===== config.mk =====
export PLATFORM = sky130hd
export DESIGN_NAME = clock_time_setter
export DESIGN_NICKNAME = d
export VERILOG_FILES = /design/src/rtl/clock_time_setter.sv
export SDC_FILE = /design/constraint.sdc
export NUM_CORES = 1
export LEC_CHECK = 0
export ABC_AREA = 1
export BUFFER_PORTS_ARGS = -buffer_cell sky130_fd_sc_hd__buf_2
export CAP_MARGIN = 20
export CORE_MARGIN = 2
export CORE_UTILIZATION = 23
export DETAILED_ROUTE_END_ITERATION = 10
export PLACE_DENSITY_LB_ADDON = 0.25
export SLEW_MARGIN = 15
export SYNTH_ARGS = -nofsm -noshare
export SYNTH_HDL_FRONTEND = slang
export SYNTH_SLANG_ARGS = --single-unit

===== constraint.sdc =====
create_clock -name clk -period 6 [get_ports clk]
set_input_delay 1.2 -clock clk [delete_from_list [all_inputs] [get_ports clk]]
set_output_delay 1.2 -clock clk [all_outputs]
set_load 0.01 [all_outputs]

===== src/rtl/clock_time_setter.sv =====
// HH:MM:SS time keeper with three debounced buttons and a per-digit BCD set mode.
// Feeds hours/minutes/seconds, cursor position and set_mod to the display driver.
module clock_time_setter #(
  parameter int CLK_HZ          = 50_000_000,
  parameter int DEBOUNCE_CYCLES = 1_000_000
) (
  input  logic       clk,
  input  logic       rst,
  input  logic       btn_mode,
  input  logic       btn_next,
  input  logic       btn_inc,
  output logic [5:0] hours,
  output logic [5:0] minutes,
  output logic [5:0] seconds,
  output logic [2:0] pos,
  output logic       set_mod
);

  localparam int TW = (CLK_HZ > 1) ? $clog2(CLK_HZ) : 1;
  localparam int DW = (DEBOUNCE_CYCLES > 1) ? $clog2(DEBOUNCE_CYCLES) : 1;
  localparam logic [TW-1:0] TICK_MAX = TW'(CLK_HZ - 1);
  localparam logic [DW-1:0] DEB_MAX  = DW'(DEBOUNCE_CYCLES - 1);

  typedef enum logic {ST_RUN, ST_SET} state_t;

  state_t state_q, state_d;

  logic [2:0]    raw;
  logic [2:0]    sync0_q, sync0_d, sync1_q, sync1_d;
  logic [2:0]    deb_q, deb_d, deb_dly_q, deb_dly_d, pulse_q, pulse_d;
  logic [DW-1:0] cnt_q [3];
  logic [DW-1:0] cnt_d [3];

  logic [TW-1:0] tick_q, tick_d;
  logic [5:0]    hours_q, hours_d, minutes_q, minutes_d, seconds_q, seconds_d;
  logic [2:0]    pos_q, pos_d;

  logic          mode_p, next_p, inc_p;
  logic [5:0]    s_t, s_u, m_t, m_u, h_t, h_u, h_lim, nt, nu;

  assign raw    = {btn_inc, btn_next, btn_mode};
  assign mode_p = pulse_q[0];
  assign next_p = pulse_q[1];
  assign inc_p  = pulse_q[2];

  // Counter runs only while the synchronised level disagrees with the debounced one,
  // so any bounce back to the old level restarts the qualification window.
  always_comb begin
    sync0_d   = raw;
    sync1_d   = sync0_q;
    deb_d     = deb_q;
    deb_dly_d = deb_q;
    pulse_d   = deb_q & ~deb_dly_q;
    for (int unsigned i = 0; i < 3; i++) begin
      cnt_d[i] = '0;
      if (sync1_q[i] != deb_q[i]) begin
        if (cnt_q[i] == DEB_MAX) deb_d[i] = sync1_q[i];
        else                     cnt_d[i] = cnt_q[i] + 1'b1;
      end
    end
  end

  always_comb begin
    state_d = state_q;
    case (state_q)
      ST_RUN:  if (mode_p) state_d = ST_SET;
      ST_SET:  if (mode_p) state_d = ST_RUN;
      default: state_d = ST_RUN;
    endcase
  end

  always_comb begin
    tick_d    = tick_q;
    hours_d   = hours_q;
    minutes_d = minutes_q;
    seconds_d = seconds_q;
    pos_d     = pos_q;
    s_t   = seconds_q / 6'd10;
    s_u   = seconds_q % 6'd10;
    m_t   = minutes_q / 6'd10;
    m_u   = minutes_q % 6'd10;
    h_t   = hours_q / 6'd10;
    h_u   = hours_q % 6'd10;
    h_lim = (h_t == 6'd2) ? 6'd3 : 6'd9;
    nt    = '0;
    nu    = '0;
    case (state_q)
      ST_RUN: begin
        pos_d = '0;
        if (mode_p) begin
          tick_d = '0;
        end else if (tick_q == TICK_MAX) begin
          tick_d = '0;
          if (seconds_q == 6'd59) begin
            seconds_d = '0;
            if (minutes_q == 6'd59) begin
              minutes_d = '0;
              hours_d   = (hours_q == 6'd23) ? 6'd0 : hours_q + 6'd1;
            end else begin
              minutes_d = minutes_q + 6'd1;
            end
          end else begin
            seconds_d = seconds_q + 6'd1;
          end
        end else begin
          tick_d = tick_q + 1'b1;
        end
      end
      ST_SET: begin
        tick_d = '0;
        if (mode_p) begin
          pos_d = '0;
        end else if (next_p) begin
          pos_d = (pos_q >= 3'd5) ? 3'd0 : pos_q + 3'd1;
        end else if (inc_p) begin
          case (pos_q)
            3'd0: begin
              nu        = (s_u >= 6'd9) ? 6'd0 : s_u + 6'd1;
              seconds_d = s_t * 6'd10 + nu;
            end
            3'd1: begin
              nt        = (s_t >= 6'd5) ? 6'd0 : s_t + 6'd1;
              seconds_d = nt * 6'd10 + s_u;
            end
            3'd2: begin
              nu        = (m_u >= 6'd9) ? 6'd0 : m_u + 6'd1;
              minutes_d = m_t * 6'd10 + nu;
            end
            3'd3: begin
              nt        = (m_t >= 6'd5) ? 6'd0 : m_t + 6'd1;
              minutes_d = nt * 6'd10 + m_u;
            end
            3'd4: begin
              nu      = (h_u >= h_lim) ? 6'd0 : h_u + 6'd1;
              hours_d = h_t * 6'd10 + nu;
            end
            3'd5: begin
              nt      = (h_t >= 6'd2) ? 6'd0 : h_t + 6'd1;
              nu      = (nt == 6'd2 && h_u > 6'd3) ? 6'd3 : h_u;
              hours_d = nt * 6'd10 + nu;
            end
            default: ;
          endcase
        end
      end
      default: ;
    endcase
  end

  always_comb begin
    set_mod = (state_q == ST_SET);
    hours   = hours_q;
    minutes = minutes_q;
    seconds = seconds_q;
    pos     = pos_q;
  end

  always_ff @(posedge clk or posedge rst) begin
    if (rst) state_q <= ST_RUN;
    else     state_q <= state_d;
  end

  always_ff @(posedge clk or posedge rst) begin
    if (rst) begin
      sync0_q   <= '0;
      sync1_q   <= '0;
      deb_q     <= '0;
      deb_dly_q <= '0;
      pulse_q   <= '0;
      for (int unsigned i = 0; i < 3; i++) cnt_q[i] <= '0;
      tick_q    <= '0;
      hours_q   <= '0;
      minutes_q <= '0;
      seconds_q <= '0;
      pos_q     <= '0;
    end else begin
      sync0_q   <= sync0_d;
      sync1_q   <= sync1_d;
      deb_q     <= deb_d;
      deb_dly_q <= deb_dly_d;
      pulse_q   <= pulse_d;
      for (int unsigned i = 0; i < 3; i++) cnt_q[i] <= cnt_d[i];
      tick_q    <= tick_d;
      hours_q   <= hours_d;
      minutes_q <= minutes_d;
      seconds_q <= seconds_d;
      pos_q     <= pos_d;
    end
  end

endmodule

**Word-level counts from Yosys, hierarchy flattened**

Index checks and enable logic that the tools add are counted.

- Eq/ne operators: 28
- Add/subtract/negate cells: 20
- Divide/modulo/power cells: 6
- Bitwise operators: 3
- Reduce and logical (&&, ||, !) cells: 8
- Multiply operators: 6
- Magnitude comparators: 8
- Mux-type cells: 51

Operator list:

| cell | number |
|---|---|
| $mux W6 | 28 |
| $mux W20 | 6 |
| $pmux W6 S2 | 6 |
| $add A20 B1 Y20 const B | 3 |
| $eq A20 B20 Y1 const B | 3 |
| $add A6 B1 Y6 const B | 9 |
| $mux W26 | 2 |
| $pmux W26 S2 | 1 |
| $add A6 B6 Y6 | 6 |
| $mul A6 B3 Y5 const B | 6 |
| $add A26 B1 Y26 const B | 1 |
| $eq A26 B26 Y1 const B | 1 |
| $div A6 B4 Y6 const B | 3 |
| $mod A6 B4 Y6 const B | 3 |
| $eq A6 B2 Y1 const B | 2 |
| $eq A6 B6 Y1 const B | 2 |
| $ge A6 B3 Y1 const B | 2 |
| $ge A6 B4 Y1 const B | 2 |
| $ne A2 B2 Y1 const B | 6 |
| $ne A3 B1 Y1 const B | 4 |
| $mux W3 | 3 |
| $reduce_and A8 Y1 | 1 |
| $reduce_and A7 Y1 | 1 |
| $eq A3 B2 Y1 const B | 2 |
| 21 further kinds | 27 |

- Output and inout bits: 22
- Input port bits: 5
- Register bits: 123

**Longest topological paths before layout**

- Depth after elaboration: 12
- Mapped depth: 29

**Least setup slack after synthesis**

OpenSTA, ideal clock, no wires.

- Kind: reg2reg
- From: register hours_q[3] (netlist: hours[3])
- To: register hours_q[5] (netlist: hours[5])
- Setup slack: 2.363 ns
- Stages on the path, launching flop included: 30
- Data arrival time: 3.559 ns
- Data required time: 5.922 ns
- Library setup time: 0.078 ns
- Buffers on the path: 0
- Cells stage by stage: dfrtp_1 > nor2_1 > nand2_2 > a21o_1 > nand2_1 > nor2_1 > nand2_2 > nand3_4 > ha_1 > inv_1 > nor2_2 > inv_1 > nor2_1 > nand2_1 > inv_2 > nand2_1 > nand2_1 > ha_1 > inv_1 > fa_1 > nor2_1 > o21ai_0 > nand2_1 > xor2_1 > inv_1 > nand2_1 > nand2_1 > nand4_1 > nand3_1 > a21boi_1

- Longest elaborated chain between the ends: 12

Ends and longest elaborated chain:

| element | RTL line | text |
|---|---|---|
| start: declaration | 35 | `logic [5:0] hours_q, hours_d, minutes_q, minutes_d, seconds_q, seconds_d;` |
| start signal: assignment | 184 | `hours_q <= hours_d;` |
| branches (longest 11 deep; another with $div A6 B4 Y6) | n/a |  |
| $pmux W6 S2 (*) | 87 | `case (state_q)` |

Every way passes the cells marked *. The select of a mux whose other input is x is not followed.
A chain may end at the register's enable or synchronous reset.

**Worst setup path in the final report**

- From: register minutes_q[3] (netlist: minutes[3])
- To: register minutes_q[5] (netlist: minutes[5])

- Longest elaborated chain between the ends: 10

Ends and longest elaborated chain:

| element | RTL line | text |
|---|---|---|
| start: declaration | 35 |  |
| start signal: assignment | 185 | `minutes_q <= minutes_d;` |
| $div A6 B4 Y6 | 80 | `m_t = minutes_q / 6'd10;` |
| $add A6 B1 Y6 / $ge A6 B3 Y1 (equally long branches) | 130 | `nt = (m_t >= 6'd5) ? 6'd0 : m_t + 6'd1;` |
| $mux W6 | 130 |  |
| $mul A6 B3 Y5 | 131 | `minutes_d = nt * 6'd10 + m_u;` |
| $add A6 B6 Y6 | 131 |  |
| $pmux W6 S2 | 116 | `case (pos_q)` |
| $mux W6 | 115 | `end else if (inc_p) begin` |
| $mux W6 | 113 | `end else if (next_p) begin` |
| $mux W6 | 111 | `if (mode_p) begin` |
| $pmux W6 S2 (*) | 87 |  |

Mark *: on every way between the ends. The rest lies on a longest branch, timed or not. The select of a mux whose other input is x is not followed.

==> results.txt <==
LEAKAGE: 4.89 nW
Port Buffers: 26
Initial Util: 0.234
Crit path from: minutes[3]
Worst Setup End Kind: flop
Post-synth EDFFs: 0
Die width: 202 µm
Ys Warns: 0
Core area: 38700 µm²
Slowest stage cell on the critical path: dfrtp_1
Max Freq: 246 MHz
Max IR drop VDD: 186 µV
R2R Path End: minutes[5]
Initial antenna violation count: 0
GR Overflow Total: 0
WL final: 20700 µm
Post-Syn Instances: 1153
Largest net degree at the start of global routing: 86
Setup CP Type: flop to flop
CTS Hold Bufs: 0
Sink Count: 123
Final min period: 4.06 ns
Critical path launch point type: flop
Global-route wire length before repair: 36400 µm
Hold depth: 0
Synth Cell Area: 9050 µm²
CP peak stage delay: 0.53 ns
Worst-skew pair later-pin latency: 0.42 ns
HPWL after DPL: 15600 µm
Critical path depth: 27
DRC Markers: 0
Root buffer cell: clkbuf_16
Clk pin slew, worst setup/hold paths: 0.06 ns
Post-CTS resize count: 0
CP bufs+invs: 4
Die Ht: 202 µm
Synth Register Bits: 123
CTS buffer count: 17
Die area: 40900 µm²
DR pass1 iterations: 7
Most common cell on crit path: nand2_1
Total setup buffers inserted after CTS: 0
Max-cap violation count: 0
Routed vias: 7311
Status: finished clean
Initial drt markers: 314
Num ports: 27
Core Rows: 72
Setup violators final: 0
Post-DP Area: 9790 µm²
ANT nets after route: 0
Relative slew slack: 0.457
Setup tns final: 0 ns
CP Max Fanout: 11
Detail-routed via count per cell: 4.25
Post-route cell area: 10400 µm²
Vias in the first global route: 7416
Post-synth ARST share: 1.00
Ant. Diodes: 0
Slew Limit Fails: 0
CP top delay family: simple AND/OR/NAND/NOR gates
Reg2Reg Depth: 27
Tot GR Track Use: 0.107
Avg WL per Cell: 12.0 µm
Nets: 1279
Area added between synthesis and finish: 15.0%
Synthesized area per cell: 7.85 µm²
Final Cycle Share: 0.677
H-Tree Depth: 4
Worst Hold Launch: sync0_q[0]
Hold crit path type: flop to flop
Req. time, crit path: 6.35 ns
FF-to-FF setup slack: 1.94 ns
Seq/Total Area, Yosys: 0.340
Tightest Pin Transition: 0.814 ns
Clock skew: 0.0146 ns
Clk buf depth: 2
Worst R2R Start: minutes[3]
CP Data Arrival Time: 4.41 ns
PwrDens: 190 nW/µm²
RSZ-0062 raised after global routing: false
Share of layout cells above drive strength 1: 0.127
Synth Flop Type: dfrtp_1
Hold EP: sync1_q[0]
Distinct cell type count after synthesis: 61
Hold Vio Cnt, Final: 0
Routability congestion estimate: 0.802
CTS tree: yes
## worst max path at each step
| stage | endpoint | slack, ns |
|---|---|---|
| after floorplan | cnt_q[0] | 1.53 |
| after global placement | minutes[5] | 2.03 |
| after detailed placement | minutes[5] | 1.93 |
| after CTS | minutes[5] | 1.91 |
| after global routing | hours[5] | 1.47 |
| final | minutes[5] | 1.94 |
## logic make-up (layout without fill, tap and decap cells)
kind of cell	after synthesis	after routing	share of synthesized area
buffers and inverters	199	243	0.0841
adder cells (fa/ha/maj)	85	85	0.122
AND/OR/NAND/NOR	521	521	0.277
XOR/XNOR	60	60	0.0589
multiplexers	1	1	0.00124
other	1	6	0.000414
AO/OA/AOI/OAI	163	163	0.116
flip-flops	123	123	0.340
## worst register-to-register path: stages, from the launching register on
cell and delay, ns:
dfrtp_1 0.53, nor2_4 0.20, nand2_2 0.13, nand3_1 0.14
inv_2 0.05, nor2_4 0.15, nand2_1 0.08, nand2_2 0.10
nand3_4 0.16, xor2_1 0.31, inv_1 0.10, ha_1 0.19
nor2_1 0.09, nand3_1 0.08, nand2_1 0.13, nand2_1 0.08
nor2_1 0.11, ha_1 0.18, inv_1 0.06, fa_1 0.36
inv_1 0.07, nand2_1 0.07, nand2_1 0.07, a21oi_1 0.07
xor2_1 0.16, o22ai_1 0.14, nand2_1 0.07, a21boi_1 0.12
## where the power goes
part	switching, mW	internal (mW)	total (mW)
registers	0.00424	0.837	0.841
logic	0.0374	0.0141	0.0514
clock network	0.403	0.678	1.08
total	0.445	1.53	1.97
## cells in the mapped netlist (18+ instances only)
| cell type | count | share of area |
|---|---|---|
| nand3_1 | 70 | 0.039 |
| xnor2_1 | 18 | 0.017 |
| nand4_1 | 28 | 0.019 |
| xor2_1 | 41 | 0.040 |
| o21ai_0 | 33 | 0.018 |
| dfrtp_1 | 123 | 0.34 |
| a21oi_1 | 64 | 0.035 |
| inv_1 | 165 | 0.068 |
| nor2_1 | 134 | 0.056 |
| nor3_1 | 31 | 0.017 |
| ha_1 | 79 | 0.11 |
| nand2_1 | 180 | 0.075 |
| inv_2 | 18 | 0.0075 |
## placed cells by master (no fill, tap or decap), types with 5 or more instances in the layout
master,instances
a21oi_1,64
a31oi_1,10
buf_2,26
clkbuf_16,17
conb_1,6
dfrtp_1,123
fa_1,6
ha_1,79
inv_1,164
inv_2,18
nand2_1,180
nand2_2,14
nand3_1,70
nand3_2,5
nand4_1,28
nor2_1,134
nor2_2,12
nor2_4,9
nor3_1,31
nor3b_1,11
nor4_1,5
o21a_1,9
o21ai_0,33
o22ai_1,6
xnor2_1,18
xor2_1,41
## sequential cells by signal, indices dropped and copies added, names as in the netlist, 6 cells and up
| name | count |
|---|---|
| cnt_q | 60 |
| hours | 6 |
| minutes | 6 |
| seconds | 6 |
| tick_q | 26 |
## area by class of cell
class / count / area, µm²
multi-input cells: 836 / 5230
fillers: 4262 / 28300
inverters: 183 / 692
clock inverters: 13 / 163
well taps: 518 / 648
repair buffers: 28 / 145
flip-flops and latches: 123 / 3080
clock buffers: 19 / 453
## layer usage
metal | vias up | track usage | wire [µm]
li1 | 3825 | - | -
met1 | 3402 | 0.145 | 10600
met2 | 69 | 0.176 | 9490
met3 | 15 | 0.0189 | 459
met4 | 0 | 0.0266 | 221
met5 | - | 0 | 0
## stage by stage
stage / hold slack (ns) / setup slack (ns) / instances / util / total power, mW
floorplan: 0.331 / 1.53 / 1158 / - / 0.894
global placement: 0.334 / 2.03 / 1688 / 0.253 / 0.909
detailed placement: 0.339 / 1.93 / 1688 / 0.253 / 0.910
CTS: 0.353 / 1.91 / 1720 / 0.269 / 2.01
global route: 0.365 / 1.47 / 1720 / 0.269 / 2.05
finish: 0.352 / 1.94 / 1720 / 0.269 / 1.97
(Power assumes the default switching activity.)
